===== config.mk =====
export PLATFORM = sky130hd
export DESIGN_NAME = i2s_frame_sched
export DESIGN_NICKNAME = d
export VERILOG_FILES = /design/src/rtl/i2s_pkg.sv /design/src/rtl/i2s_sample_slot.sv /design/src/rtl/i2s_frame_sched.sv
export SDC_FILE = /design/constraint.sdc
export NUM_CORES = 1
export LEC_CHECK = 0
export CORE_ASPECT_RATIO = 1.1
export CORE_MARGIN = 4
export CORE_UTILIZATION = 57
export CTS_CLUSTER_DIAMETER = 100
export DETAILED_ROUTE_END_ITERATION = 7
export GPL_ROUTABILITY_DRIVEN = 0
export HOLD_SLACK_MARGIN = 0.05
export PLACE_DENSITY = 0.86
export SYNTH_ARGS = -nofsm -noshare
export SYNTH_HDL_FRONTEND = slang
export SYNTH_SLANG_ARGS = --single-unit

===== constraint.sdc =====
create_clock -name sclk_i -period 7 [get_ports sclk_i]
set_input_delay 1.4 -clock sclk_i [delete_from_list [all_inputs] [get_ports sclk_i]]
set_output_delay 1.4 -clock sclk_i [all_outputs]
set_load 0.01 [all_outputs]

===== src/rtl/i2s_pkg.sv =====
// i2s_pkg: shared mode encodings, frame default and saturating add for the I2S frame scheduler.
package i2s_pkg;

    typedef enum logic [1:0] {
        I2S_MODE_SRC0 = 2'd0,
        I2S_MODE_SRC1 = 2'd1,
        I2S_MODE_RR   = 2'd2,
        I2S_MODE_MIX  = 2'd3
    } i2s_mode_e;

    localparam int I2S_FRAME_BITS = 64;

    // Operands are sign-extended samples of width bits (bits <= 32); result is clamped to that width's range.
    function automatic logic signed [31:0] sat_add(input logic signed [31:0] a,
                                                   input logic signed [31:0] b,
                                                   input int bits);
        logic signed [32:0] s;
        logic signed [32:0] hi;
        logic signed [32:0] lo;
        s  = {a[31], a} + {b[31], b};
        hi = (33'sd1 <<< (bits - 1)) - 33'sd1;
        lo = -(33'sd1 <<< (bits - 1));
        return (s > hi) ? hi[31:0] : (s < lo) ? lo[31:0] : s[31:0];
    endfunction

endpackage


===== src/rtl/i2s_sample_slot.sv =====
// i2s_sample_slot: one-entry stereo sample buffer with registered ready, cleared whenever the scheduler is disabled.
module i2s_sample_slot #(
    parameter int W = 24
) (
    input  logic         clk_i,
    input  logic         rst_i,
    input  logic         en_i,
    input  logic         consume_i,
    input  logic         valid_i,
    input  logic [W-1:0] left_i,
    input  logic [W-1:0] right_i,
    output logic         ready_o,
    output logic         full_o,
    output logic [W-1:0] left_o,
    output logic [W-1:0] right_o
);

    logic         full_q, full_d, ready_q, accept;
    logic [W-1:0] left_q, right_q;

    assign accept = valid_i & ready_q & en_i;

    // No bypass: a consumed slot reopens only on the following cycle.
    always_comb full_d = (!en_i || consume_i) ? 1'b0 : (accept ? 1'b1 : full_q);

    always_ff @(posedge clk_i) begin
        if (rst_i) begin
            full_q  <= 1'b0;
            ready_q <= 1'b0;
            left_q  <= '0;
            right_q <= '0;
        end else begin
            full_q  <= full_d;
            ready_q <= en_i & ~full_d;
            if (accept) begin
                left_q  <= left_i;
                right_q <= right_i;
            end
        end
    end

    assign ready_o = ready_q;
    assign full_o  = full_q;
    assign left_o  = left_q;
    assign right_o = right_q;

endmodule


===== src/rtl/i2s_frame_sched.sv =====
// i2s_frame_sched: bit-slot counter, lrclk strobe and per-frame source select/mix for a frame-based I2S transmitter.
module i2s_frame_sched
    import i2s_pkg::*;
#(
    parameter int BITSIZE    = 24,
    parameter int FRAME_BITS = I2S_FRAME_BITS
) (
    input  logic               sclk_i,
    input  logic               rst_i,
    input  logic               en_i,
    input  logic [1:0]         mode_i,
    input  logic               hold_last_i,
    input  logic               s0_valid_i,
    input  logic               s1_valid_i,
    output logic               s0_ready_o,
    output logic               s1_ready_o,
    input  logic [BITSIZE-1:0] s0_left_i,
    input  logic [BITSIZE-1:0] s0_right_i,
    input  logic [BITSIZE-1:0] s1_left_i,
    input  logic [BITSIZE-1:0] s1_right_i,
    output logic               lrclk_o,
    output logic [BITSIZE-1:0] left_chan_o,
    output logic [BITSIZE-1:0] right_chan_o,
    output logic [15:0]        underrun_cnt_o,
    output logic               frame_tick_o
);

    localparam int BCW = $clog2(FRAME_BITS);
    localparam logic [BCW-1:0] BC_COMMIT = BCW'(FRAME_BITS - 2);
    localparam logic [BCW-1:0] BC_LAST   = BCW'(FRAME_BITS - 1);

    logic [BCW-1:0]     bc_q, bc_d;
    logic               lrclk_q, tick_q, last_grant_q, grant_d;
    logic [BITSIZE-1:0] left_q, right_q, new_l, new_r, mix_l, mix_r;
    logic [BITSIZE-1:0] l0, r0, l1, r1;
    logic [15:0]        cnt_q;
    logic               full0, full1, take0, take1, underrun, commit;
    i2s_mode_e          mode;

    i2s_sample_slot #(.W(BITSIZE)) u_slot0 (
        .clk_i(sclk_i), .rst_i(rst_i), .en_i(en_i), .consume_i(commit & take0),
        .valid_i(s0_valid_i), .left_i(s0_left_i), .right_i(s0_right_i),
        .ready_o(s0_ready_o), .full_o(full0), .left_o(l0), .right_o(r0)
    );

    i2s_sample_slot #(.W(BITSIZE)) u_slot1 (
        .clk_i(sclk_i), .rst_i(rst_i), .en_i(en_i), .consume_i(commit & take1),
        .valid_i(s1_valid_i), .left_i(s1_left_i), .right_i(s1_right_i),
        .ready_o(s1_ready_o), .full_o(full1), .left_o(l1), .right_o(r1)
    );

    assign mode   = i2s_mode_e'(mode_i);
    assign commit = en_i && bc_q == BC_COMMIT;

    always_comb bc_d = !en_i ? '0 : (bc_q == BC_LAST) ? '0 : bc_q + 1'b1;

    // last_grant_q=1 means src1 was served last, so src0 wins a round-robin tie.
    always_comb begin
        take0    = (mode == I2S_MODE_SRC0 || mode == I2S_MODE_MIX) ? full0 :
                   (mode == I2S_MODE_RR) ? full0 & (~full1 | last_grant_q) : 1'b0;
        take1    = (mode == I2S_MODE_SRC1 || mode == I2S_MODE_MIX) ? full1 :
                   (mode == I2S_MODE_RR) ? full1 & ~take0 : 1'b0;
        underrun = ~take0 & ~take1;
        mix_l    = BITSIZE'(sat_add(32'($signed(take0 ? l0 : {BITSIZE{1'b0}})),
                                    32'($signed(take1 ? l1 : {BITSIZE{1'b0}})), BITSIZE));
        mix_r    = BITSIZE'(sat_add(32'($signed(take0 ? r0 : {BITSIZE{1'b0}})),
                                    32'($signed(take1 ? r1 : {BITSIZE{1'b0}})), BITSIZE));
        new_l    = underrun ? (hold_last_i ? left_q : '0) : mix_l;
        new_r    = underrun ? (hold_last_i ? right_q : '0) : mix_r;
        grant_d  = (mode == I2S_MODE_RR && !underrun) ? take1 : last_grant_q;
    end

    always_ff @(posedge sclk_i) begin
        if (rst_i) begin
            bc_q         <= '0;
            lrclk_q      <= 1'b0;
            tick_q       <= 1'b0;
            left_q       <= '0;
            right_q      <= '0;
            cnt_q        <= '0;
            last_grant_q <= 1'b1;
        end else begin
            bc_q    <= bc_d;
            lrclk_q <= en_i && bc_d == BC_LAST;
            tick_q  <= en_i && bc_d == BC_COMMIT;
            if (commit) begin
                left_q       <= new_l;
                right_q      <= new_r;
                cnt_q        <= cnt_q + 16'(underrun && cnt_q != 16'hFFFF);
                last_grant_q <= grant_d;
            end
        end
    end

    assign lrclk_o        = lrclk_q;
    assign frame_tick_o   = tick_q;
    assign left_chan_o    = left_q;
    assign right_chan_o   = right_q;
    assign underrun_cnt_o = cnt_q;

endmodule


==> results of run 1 <==
per-stage QoR:
stage          total power [W]  std cells  hold slack, ns
2_1_floorplan          0.00107       1228           0.432
3_3_place_gp           0.00114       1540           0.438
6_report               0.00203       1572           0.451
5_1_grt                0.00209       1572           0.466
3_5_place_dp           0.00114       1540           0.442
4_1_cts                0.00204       1572           0.452
logic make-up after synthesis:
group,Yosys count,synth area share
AND/OR/NAND/NOR,516,0.249
AO/OA/AOI/OAI,330,0.215
flip-flops,173,0.364
XOR/XNOR,55,0.0514
adder cells (fa/ha/maj),59,0.0786
multiplexers,2,0.00210
buffers and inverters,93,0.0394
cell type report:
cell class,instances,share of cell area
Clock buffer,20,0.0386
Clock inverter,12,0.00941
Inverter,24,0.00761
Multi-Input combinational cell,962,0.481
Sequential cell,173,0.293
Tap cell,204,0.0216
Timing Repair Buffer,177,0.149
critical path, cell delays in order:
cell	delay (ns)
clkdlybuf4s50_1	0.51
inv_1	0.06
ha_1	0.25
a21oi_1	0.21
nand2b_1	0.22
a211oi_1	0.11
nor2b_2	0.14
buf_4	0.30
and2_1	0.18
ha_1	0.19
inv_1	0.07
fa_1	0.40
nor2b_1	0.18
o31ai_1	0.13
a21oi_1	0.35
a211oi_1	0.14
o21a_1	0.26
or3_1	0.65
a21boi_1	0.24
o22ai_1	0.18
Yosys cell counts (3+ instances only):
master | count | area, um2
o21bai_1 | 3 | 22.5
a311oi_1 | 8 | 70.1
xor2_1 | 26 | 228
a22o_1 | 4 | 35.0
or3_1 | 5 | 31.3
inv_1 | 24 | 90.1
o21ai_0 | 32 | 160
o31ai_1 | 4 | 30.0
nand2_1 | 296 | 1110
o211ai_1 | 7 | 52.6
a31oi_1 | 20 | 125
nor3_1 | 8 | 40.0
a221o_1 | 10 | 100
nand4_1 | 8 | 50.1
xnor2_1 | 28 | 245
o21a_1 | 9 | 67.6
a211oi_1 | 13 | 97.6
nand3_1 | 14 | 70.1
a221oi_1 | 3 | 26.3
ha_1 | 55 | 688
o22ai_1 | 4 | 25.0
a22oi_1 | 4 | 30.0
nand2b_1 | 8 | 50.1
clkbuf_1 | 58 | 218
dfxtp_1 | 173 | 3460
and3_1 | 14 | 87.6
o21ai_1 | 6 | 30.0
a21oi_1 | 164 | 821
and2_1 | 97 | 607
a21o_1 | 15 | 113
nor2_1 | 47 | 176
buf_2 | 9 | 45.0
nor2b_1 | 8 | 50.1
worst min path at each step:
stage / startpoint / endpoint / slack [ns]
after floorplan: u_slot0.left_o[0] / u_slot0.left_o[0] / 0.43
after global placement: u_slot1.right_o[10] / u_slot1.right_o[10] / 0.44
after detailed placement: u_slot1.right_o[18] / u_slot1.right_o[18] / 0.44
after CTS: u_slot1.right_o[18] / u_slot1.right_o[18] / 0.45
after global routing: u_slot0.left_o[22] / u_slot0.left_o[22] / 0.47
final: u_slot1.right_o[18] / u_slot1.right_o[18] / 0.45
state kept, by name (all words and copies together), names as in the netlist:
name and count:
left_chan_o 24, right_chan_o 24, u_slot0.left_o 24, u_slot0.right_o 24, u_slot1.left_o 24, u_slot1.right_o 24, underrun_cnt_o 16, bc_q 6
frame_tick_o 1, last_grant_q 1, lrclk_o 1, u_slot0.full_o 1, u_slot0.ready_o 1, u_slot1.full_o 1, u_slot1.ready_o 1
power breakdown:
| group | switching [W] | internal [W] | total (W) |
|---|---|---|---|
| logic | 0.0000508 | 0.0000647 | 0.000115 |
| registers | 0.00000723 | 0.000997 | 0.00100 |
| clock network | 0.000400 | 0.000510 | 0.000910 |
| total | 0.000458 | 0.00157 | 0.00203 |
routing by layer:
metal | up-vias | global-route usage | share of wire
met4 | 0 | 0.114 | 0.040
li1 | 4486 | - | -
met5 | - | 0 | 0
met1 | 4198 | 0.317 | 0.42
met2 | 374 | 0.470 | 0.48
met3 | 78 | 0.0515 | 0.061
==> run metrics, run 1 <==
ys async rst share 0; CTS buffer count 17; status finished clean; Lkg Pwr 4.56 nW; slack of the critical path 1.18 ns; first-pass GRT wire length 41.2 mm; reg2reg path depth 18; Die X 131 um; FMAX 172 MHz; IO Count 172; post-synth cell types 66; vias in the first global route 8651; number of synthesized flops with an enable pin 0; DRC Markers 0; Final Critical Period 5.82 ns; 1st-iter DRT viols 871; Post-CTS Setup Bufs 0; Die Ht 144 um; Worst Tran Pin Value 1.28 ns; Multi-input gate area 5690 um2; #FFs+latches synth 173; commonest cells after routing, fill and taps aside 296 x nand2_1, 173 x dfxtp_1, 170 x clkdlybuf4s50_1; Clock Skew 0.00708 ns; clk buf depth 2; gr ovfl total 0; hold path cells 2; layout cells sized above 1 0.0417; syn_nets 1389; crit start category input pin; fin crit share 0.832; Post-Route Utilization 0.723; final instance area 11800 um2; clock latency on the worst-skew pair 0.44 ns; DR vias 9136; WL final 25.1 mm; Layout Nets 1516; endpoints failing hold 0; Worst EP arrival 6.17 ns; H-tree lvl count 4; Synth Warn # 0; core area 16400 um2; synthesis-to-layout area growth 24.4%; data required time of the critical path 7.35 ns; largest net degree at the start of global routing 100; dpl cell area 11300 um2; WS Path Type input pin to flop; register clock-pin slew on the reported worst setup and hold paths 0.07 ns; worst-path maximum fanout 33; power per cell area 171 nW/um2; Die ar. 18800 um2; final slew viol count 0; mapped cell area 9520 um2; number of routed nets with antenna violations 0; CP endpoint right_chan_o[22]; Via density 5.81; Initial DRT Pass Iterations 8; TritonCTS clock tree done; post-DP HPWL 18.1 mm; peak supply drop 0.000177 V; CTS resizes 0; Final setup viols 0; slew margin rel. 0.145; Wirelength per Cell 16.0 um; diode count 0; Hold Crit Class flop to flop; # hold bufs at CTS 0; worst slack, placed 0.862 ns; RSZ-0062 raised after global routing no; FILL cells 1274; Sink Count 173; clk root buf clkbuf_16; gr usage total 0.265; worst r2r src u_slot1.full_o; register area 3460 um2; Initial Util 0.581; total negative setup slack 0 ns; register area share after synthesis 0.364; number of max-cap violations 0; Syn Inst Count 1228; commonest non-fill, non-tap cell in the layout nand2_1; initial antenna violation count 0; top_reg_cell synth dfxtp_1; critical path startpoint mode_i[0]; # port buffers 171; row count 49; Worst Setup End Kind flop; Worst R2R Setup Slack 2.48 ns; Avg Cell Area, Syn 7.75 um2; RR Endpoint right_chan_o[22]
Power figures use the tool's default switching activity.
==> run 2: changes to the inputs <==
--- a/config.mk
+++ b/config.mk
@@ -7,12 +7,12 @@
 export LEC_CHECK = 0
 export CORE_ASPECT_RATIO = 1.1
 export CORE_MARGIN = 4
-export CORE_UTILIZATION = 57
+export CORE_UTILIZATION = 53
 export CTS_CLUSTER_DIAMETER = 100
 export DETAILED_ROUTE_END_ITERATION = 7
 export GPL_ROUTABILITY_DRIVEN = 0
 export HOLD_SLACK_MARGIN = 0.05
-export PLACE_DENSITY = 0.86
+export PLACE_DENSITY = 0.81
 export SYNTH_ARGS = -nofsm -noshare
 export SYNTH_HDL_FRONTEND = slang
 export SYNTH_SLANG_ARGS = --single-unit
==> constraint.sdc (replaced) <==
create_clock -name sclk_i -period 5.7 [get_ports sclk_i]
set_input_delay 1.14 -clock sclk_i [delete_from_list [all_inputs] [get_ports sclk_i]]
set_output_delay 1.14 -clock sclk_i [all_outputs]
set_load 0.01 [all_outputs]
==> run metrics, run 2 (synthesis results as in run 1) <==
status finished clean; register clock-pin slew on the reported worst setup and hold paths 0.06 ns (about the same); number of max-cap violations 0 (unchanged); largest net degree at the start of global routing 92 (-8.0%); final slew viol count 0 (unchanged); Layout Nets 1520 (+0.26%); post-DP HPWL 18.4 mm (+1.8%); commonest non-fill, non-tap cell in the layout nand2_1; worst r2r src u_slot1.full_o; Die X 136 um (+3.5%); FMAX 189 MHz; DR vias 9004 (-1.4%); Worst Tran Pin Value 1.08 ns (-0.196 ns); Clock Skew 0.0100 ns (+0.00293 ns); DRC Markers 0 (unchanged); data required time of the critical path 6.05 ns (-1.30 ns); gr ovfl total 0 (unchanged); final instance area 12000 um2 (+1.2%); WL final 25.6 mm (+2.1%); CTS buffer count 17 (unchanged); worst slack, placed 0.124 ns (-0.738 ns); Final setup viols 0 (unchanged); core area 17700 um2 (+8.0%); commonest cells after routing, fill and taps aside 296 x nand2_1, 173 x dfxtp_1, 170 x clkdlybuf4s50_1; Hold Crit Class flop to flop; worst-path maximum fanout 51 (+55%); Worst EP arrival 5.66 ns (-0.51 ns); Worst Setup End Kind flop; Final Critical Period 5.30 ns; vias in the first global route 8744 (+1.1%); diode count 0 (unchanged); Initial DRT Pass Iterations 5 (-3); Sink Count 173 (unchanged); Worst R2R Setup Slack 1.38 ns (-1.10 ns); crit start category input pin; initial antenna violation count 0 (unchanged); Die Ht 149 um (+3.5%); Post-CTS Setup Bufs 0 (unchanged); RSZ-0062 raised after global routing no; total negative setup slack 0 ns (unchanged); gr usage total 0.252 (-0.0131); clock latency on the worst-skew pair 0.44 ns (about the same); # hold bufs at CTS 0 (unchanged); min-delay src left_chan_o[1]; slack of the critical path 0.396 ns (-0.781 ns); layout cells sized above 1 0.0445 (+0.00283); endpoints failing hold 0 (unchanged); Lkg Pwr 4.61 nW (+1.2%); synthesis-to-layout area growth 25.9%; Via density 5.60 (-3.7%); IO Count 172 (unchanged); clk root buf clkbuf_16; number of routed nets with antenna violations 0 (unchanged); Post-Route Utilization 0.678 (-0.0453); first-pass GRT wire length 41.5 mm (+0.70%); critical path startpoint mode_i[0]; slew margin rel. 0.277 (+0.132); fin crit share 0.930; Die ar. 20200 um2 (+7.1%); WS Path Type input pin to flop; row count 51 (+4.1%); CTS resizes 0 (unchanged); peak supply drop 0.000215 V (+22%); Design Power 0.00260 W (+28%); power per cell area 217 nW/um2 (+27%); # port buffers 171 (unchanged); TritonCTS clock tree done; clk buf depth 2 (unchanged); 1st-iter DRT viols 778 (-11%); Wirelength per Cell 15.9 um (-0.26%); H-tree lvl count 4 (unchanged); Initial Util 0.538 (-0.0430); dpl cell area 11400 um2 (+0.75%)
run 2: cell types whose count changed in the layout (fill, tap and decap cells not counted):
cell        previous run  this run
clkbuf_8               2         5
clkinvlp_4             3         2
clkinv_4               2         1
clkinv_2               3         2
bufinv_16              1         3
buf_12                 1         2
inv_6                  3         1
clkbuf_1               1         0
buf_4                  6         9
run 2: worst paths after layout:
check,end,cells after the start
hold reg to reg,left_chan_o[1],2
setup / recovery,right_chan_o[15],20
setup reg to reg,right_chan_o[15],18
hold / removal,left_chan_o[1],2
run 2: routing by layer:
layer / global-route usage / vias up / share of wire
met5: 0 / - / 0
met4: 0.0907 / 0 / 0.025
met3: 0.0480 / 45 / 0.062
met2: 0.439 / 336 / 0.50
met1: 0.309 / 4142 / 0.42
li1: - / 4481 / -
run 2: report_power, final:
| group | internal (W) | switching, W |
|---|---|---|
| Sequential | 0.00122 | 0.00000917 |
| Clock | 0.000746 | 0.000482 |
| Combinational | 0.0000801 | 0.0000623 |
run 2: layout make-up:
class | count | area, um2
Clock buffer | 22 | 494
Clock inverter | 9 | 133
Fill cell | 1526 | 5690
Inverter | 24 | 90.1
Multi-Input combinational cell | 962 | 5690
Sequential cell | 173 | 3460
Tap cell | 238 | 298
Timing Repair Buffer | 181 | 1810
run 2: worst max-delay path, stage by stage:
cell and delay, ns:
clkdlybuf4s50_1 0.51, inv_1 0.06, ha_1 0.26, a21oi_1 0.22, nand2b_1 0.22, a211oi_1 0.12
nor2b_2 0.18, buf_12 0.23, and2_1 0.16, ha_1 0.18, inv_1 0.07, fa_1 0.43
nor2b_1 0.22, o31ai_1 0.14, a21oi_1 0.22, a211oi_1 0.11, o21a_1 0.26, or3_1 0.55
buf_4 0.25, a31oi_1 0.13
run 2: metrics by stage:
stage	hold WS, ns	cells
2_1_floorplan	0.432	1228
3_3_place_gp	0.438	1578
3_5_place_dp	0.441	1578
4_1_cts	0.450	1609
5_1_grt	0.464	1609
6_report	0.447	1609
==> run 3: changes to the inputs <==
--- a/config.mk
+++ b/config.mk
@@ -5,14 +5,15 @@
 export SDC_FILE = /design/constraint.sdc
 export NUM_CORES = 1
 export LEC_CHECK = 0
+export ABC_AREA = 1
 export CORE_ASPECT_RATIO = 1.1
 export CORE_MARGIN = 4
-export CORE_UTILIZATION = 53
+export CORE_UTILIZATION = 55
 export CTS_CLUSTER_DIAMETER = 100
 export DETAILED_ROUTE_END_ITERATION = 7
 export GPL_ROUTABILITY_DRIVEN = 0
 export HOLD_SLACK_MARGIN = 0.05
-export PLACE_DENSITY = 0.81
+export PLACE_DENSITY = 0.82
 export SYNTH_ARGS = -nofsm -noshare
 export SYNTH_HDL_FRONTEND = slang
 export SYNTH_SLANG_ARGS = --single-unit
==> run metrics, run 3 <==
most frequent cells after synthesis 423 x nand2_1, 244 x inv_1, 195 x a21oi_1, 182 x nor2_1, 173 x dfxtp_1; Final Instance Count excl. Fillers 2062 (+28%); vias in the first global route 10600 (+22%); Sink Count 173 (unchanged); Multi-input gate area 5920 um2 (+4.0%); layout cells sized above 1 0.0397 (-0.00478); crit start category input pin; WL final 29.9 mm (+17%); # port buffers 171 (unchanged); Worst R2R Setup Slack 1.92 ns (+0.54 ns); commonest non-fill, non-tap cell in the layout nand2_1; CP endpoint left_chan_o[21]; largest area contributor in the netlist dfxtp_1; post-synth cell types 41 (-38%); Worst EP arrival 5.23 ns (-0.43 ns); worst r2r src u_slot1.full_o; core area 19000 um2 (+7.7%); share of synthesized cell area in and, or, nand and nor gates 0.297 (+0.0479); clk root buf clkbuf_16; Lkg Pwr 5.78 nW (+25%); Synth Warn # 0 (unchanged); WS Path Type input pin to flop; NetSw 0.000618 W (+12%); number of synthesized flops with an enable pin 0 (unchanged); min-delay src u_slot1.left_o[8]; sw frac 0.234 (+0.0216); count leader, synth nand2_1; slowest CP cell clkdlybuf4s50_1; status finished clean; FILL cells 1730 (+13%); worst slack, placed 0.478 ns (+0.355 ns); Worst Tran Pin Value 1.02 ns (-0.0645 ns); Compound-Gate Fraction of Synth Area 0.164 (-0.0515); slack of the critical path 0.839 ns (+0.442 ns); main area contributors after synthesis dfxtp_1 33%, nand2_1 15%, a21oi_1 9.2%, inv_1 8.6%, ha_1 6.5%; largest family of logic cells by synthesized area simple AND/OR/NAND/NOR gates; Die X 140 um (+3.4%); reg2reg path depth 21 (+3); register clock-pin slew on the reported worst setup and hold paths 0.07 ns (about the same); Initial Util 0.557 (+0.0190); number of routed nets with antenna violations 0 (unchanged); commonest cells after routing, fill and taps aside 423 x nand2_1, 243 x inv_1, 195 x a21oi_1; Clock Skew 0.00762 ns (-0.00239 ns); DRC Markers 0 (unchanged); # hold bufs at CTS 0 (unchanged); synthesis-to-layout area growth 22.5%; Layout Nets 1961 (+29%); CP most frequent cell nand2_1; Final Critical Period 4.86 ns (-0.442 ns); syn_nets 1835 (+32%); gr ovfl total 0 (unchanged); Fin Hold WS 0.454 ns (+0.00726 ns); post-DP HPWL 22.0 mm (+20%); clock latency on the worst-skew pair 0.44 ns (about the same); TritonCTS clock tree done; dpl cell area 12400 um2 (+9.1%); clk buf depth 2 (unchanged); Via density 5.38 (-3.8%); Die ar. 21600 um2 (+7.0%); Syn Inst Count 1674 (+36%); combinational power share 0.065 (+0.010); Worst Setup End Kind flop; 1st-iter DRT viols 993 (+28%); RSZ-0062 raised after global routing no; total negative setup slack 0 ns (unchanged); IO Count 172 (unchanged); met1 Use GR 0.310 (+0.000780); data required time of the critical path 6.07 ns (+0.02 ns); GRT busiest layer met2; DR vias 11100 (+23%); P_int 0.00202 W (-1.3%); Global Route met3 Usage 0.0476 (-0.000448); register area share after synthesis 0.327 (-0.0374); #FFs+latches synth 173 (unchanged); Cells after DPL 2028 (+29%); initial antenna violation count 2 (+2); Worst path top cell family by delay simple AND/OR/NAND/NOR gates; power per cell area 203 nW/um2 (-6.5%); critical path startpoint mode_i[0]; FMAX 206 MHz (+9.1%); CTS resizes 0 (unchanged); Synth top area share 0.327 (-0.0374); Hold Crit Class flop to flop; Buf+Inv Stages, Crit Path 6 (+1); slew margin rel. 0.321 (+0.0438); mapped cell area 10600 um2 (+11%); endpoints failing hold 0 (unchanged); final instance area 13000 um2 (+8.5%); Post-CTS Setup Bufs 0 (unchanged); first-pass GRT wire length 49.2 mm (+19%); Initial DRT Pass Iterations 6 (+1); largest net degree at the start of global routing 98 (+6.5%); clock power share 0.465 (-0.006); worst-path maximum fanout 36 (-29%); Post-Synth XOR/XNOR Area 0.0264 (-0.0250); mux contribution to synthesized area 0 (-0.00210); sequential share of power 0.470 (-0.004); CTS buffer count 17 (unchanged); Wirelength per Cell 14.5 um (-9.1%); row count 53 (+3.9%); Final setup viols 0 (unchanged); Avg Cell Area, Syn 6.34 um2 (-18%); top_reg_cell synth dfxtp_1; fin crit share 0.853 (-0.0776); fraction of the mapped netlist area in adder cells 0.0687 (-0.00998); gr usage total 0.275 (+0.0237); H-tree lvl count 4 (unchanged); final slew viol count 0 (unchanged); highest cell delay on the worst timing path 0.52 ns (-0.03 ns); peak supply drop 0.000217 V (+0.67%); number of max-cap violations 0 (unchanged); critical path cell sequence clkdlybuf4s50_1, inv_1, ha_1, inv_1, nand2_1, nand2_2, inv_2, o21ai_2, nand2_1, buf_4, nor2_1, ha_1, a21oi_1, nand2_1, inv_1, nand2_1, nand2_1, nand3_1, nand2_1, nand4_2, nand2_1, nand2_1, a21oi_1; Die Ht 154 um (+3.4%); instance count on the critical path 23 (+15%); register area 3460 um2 (unchanged); RR Endpoint left_chan_o[21]; ys async rst share 0 (unchanged); met2 Resource Use GR 0.484 (+0.0455)
run 3: changes by cell type in the layout (fill, tap and decap cells not counted), sizes merged, moves of 16 or more:
cell   delta
nand4    +16
nand2   +133
nand3    +78
a21oi    +33
nor2    +143
inv     +229
and2     -96
a31oi    -19
o21ai    +73
xnor2    -16
run 3: cell families (layout without fill, tap and decap cells):
logic type                 after synthesis  after routing
AOI/OAI and AO/OA                      332            332
xor gates and xnor gates                32             32
adders and majority gates               57             57
and+or+nand+nor                        761            761
other                                    0              2
buffers and inverters                  319            458
DFF                                    173            173
run 3: routing by layer:
metal	vias to the layer above	wire [um]	part of all wire
met1	4981	11700	0.39
met2	428	14700	0.49
met4	0	1820	0.061
met3	125	1640	0.055
met5	-	0	0
li1	5565	-	-
run 3: worst min path at each step:
stage                               end  slack, ns  cells past startpoint
finish                u_slot1.left_o[8]       0.45                      2
global route        u_slot0.right_o[14]       0.47                      2
CTS                  u_slot0.right_o[4]       0.46                      2
detailed placement   u_slot0.right_o[4]       0.45                      2
global placement      u_slot1.left_o[0]       0.44                      2
floorplan            u_slot0.left_o[10]       0.43                      2
run 3: per-stage QoR:
step / util / power [W]
6_report: 0.683 / 0.00264
5_1_grt: 0.683 / 0.00273
4_1_cts: 0.683 / 0.00265
3_5_place_dp: 0.651 / 0.00144
3_3_place_gp: 0.651 / 0.00144
2_1_floorplan: - / 0.00134
run 3: final cells by class:
type	count	share of cell area
Clock buffer	18	0.0330
Antenna cell	2	0.000385
Sequential cell	173	0.266
Inverter	248	0.0716
Clock inverter	14	0.0139
Multi-Input combinational cell	1182	0.456
Timing Repair Buffer	178	0.135
Tap cell	247	0.0238
run 3: power groups by stage:
stage	logic (W)	registers (W)	clock network, W
3_5_place_dp	0.000173	0.00127	0
6_report	0.000173	0.00124	0.00123
4_1_cts	0.000174	0.00124	0.00124
5_1_grt	0.000192	0.00124	0.00130
2_1_floorplan	0.0000772	0.00127	0
3_3_place_gp	0.000170	0.00127	0
run 3: worst register-to-register path, delay by kind of cell (launching register included):
kind                     cells  cell delay [ns]
buffers and inverters        4             0.49
flip-flops                   1             0.36
AO/OA/AOI/OAI                4             0.70
AND/OR/NAND/NOR             12             1.82
adder cells (fa/ha/maj)      1             0.31
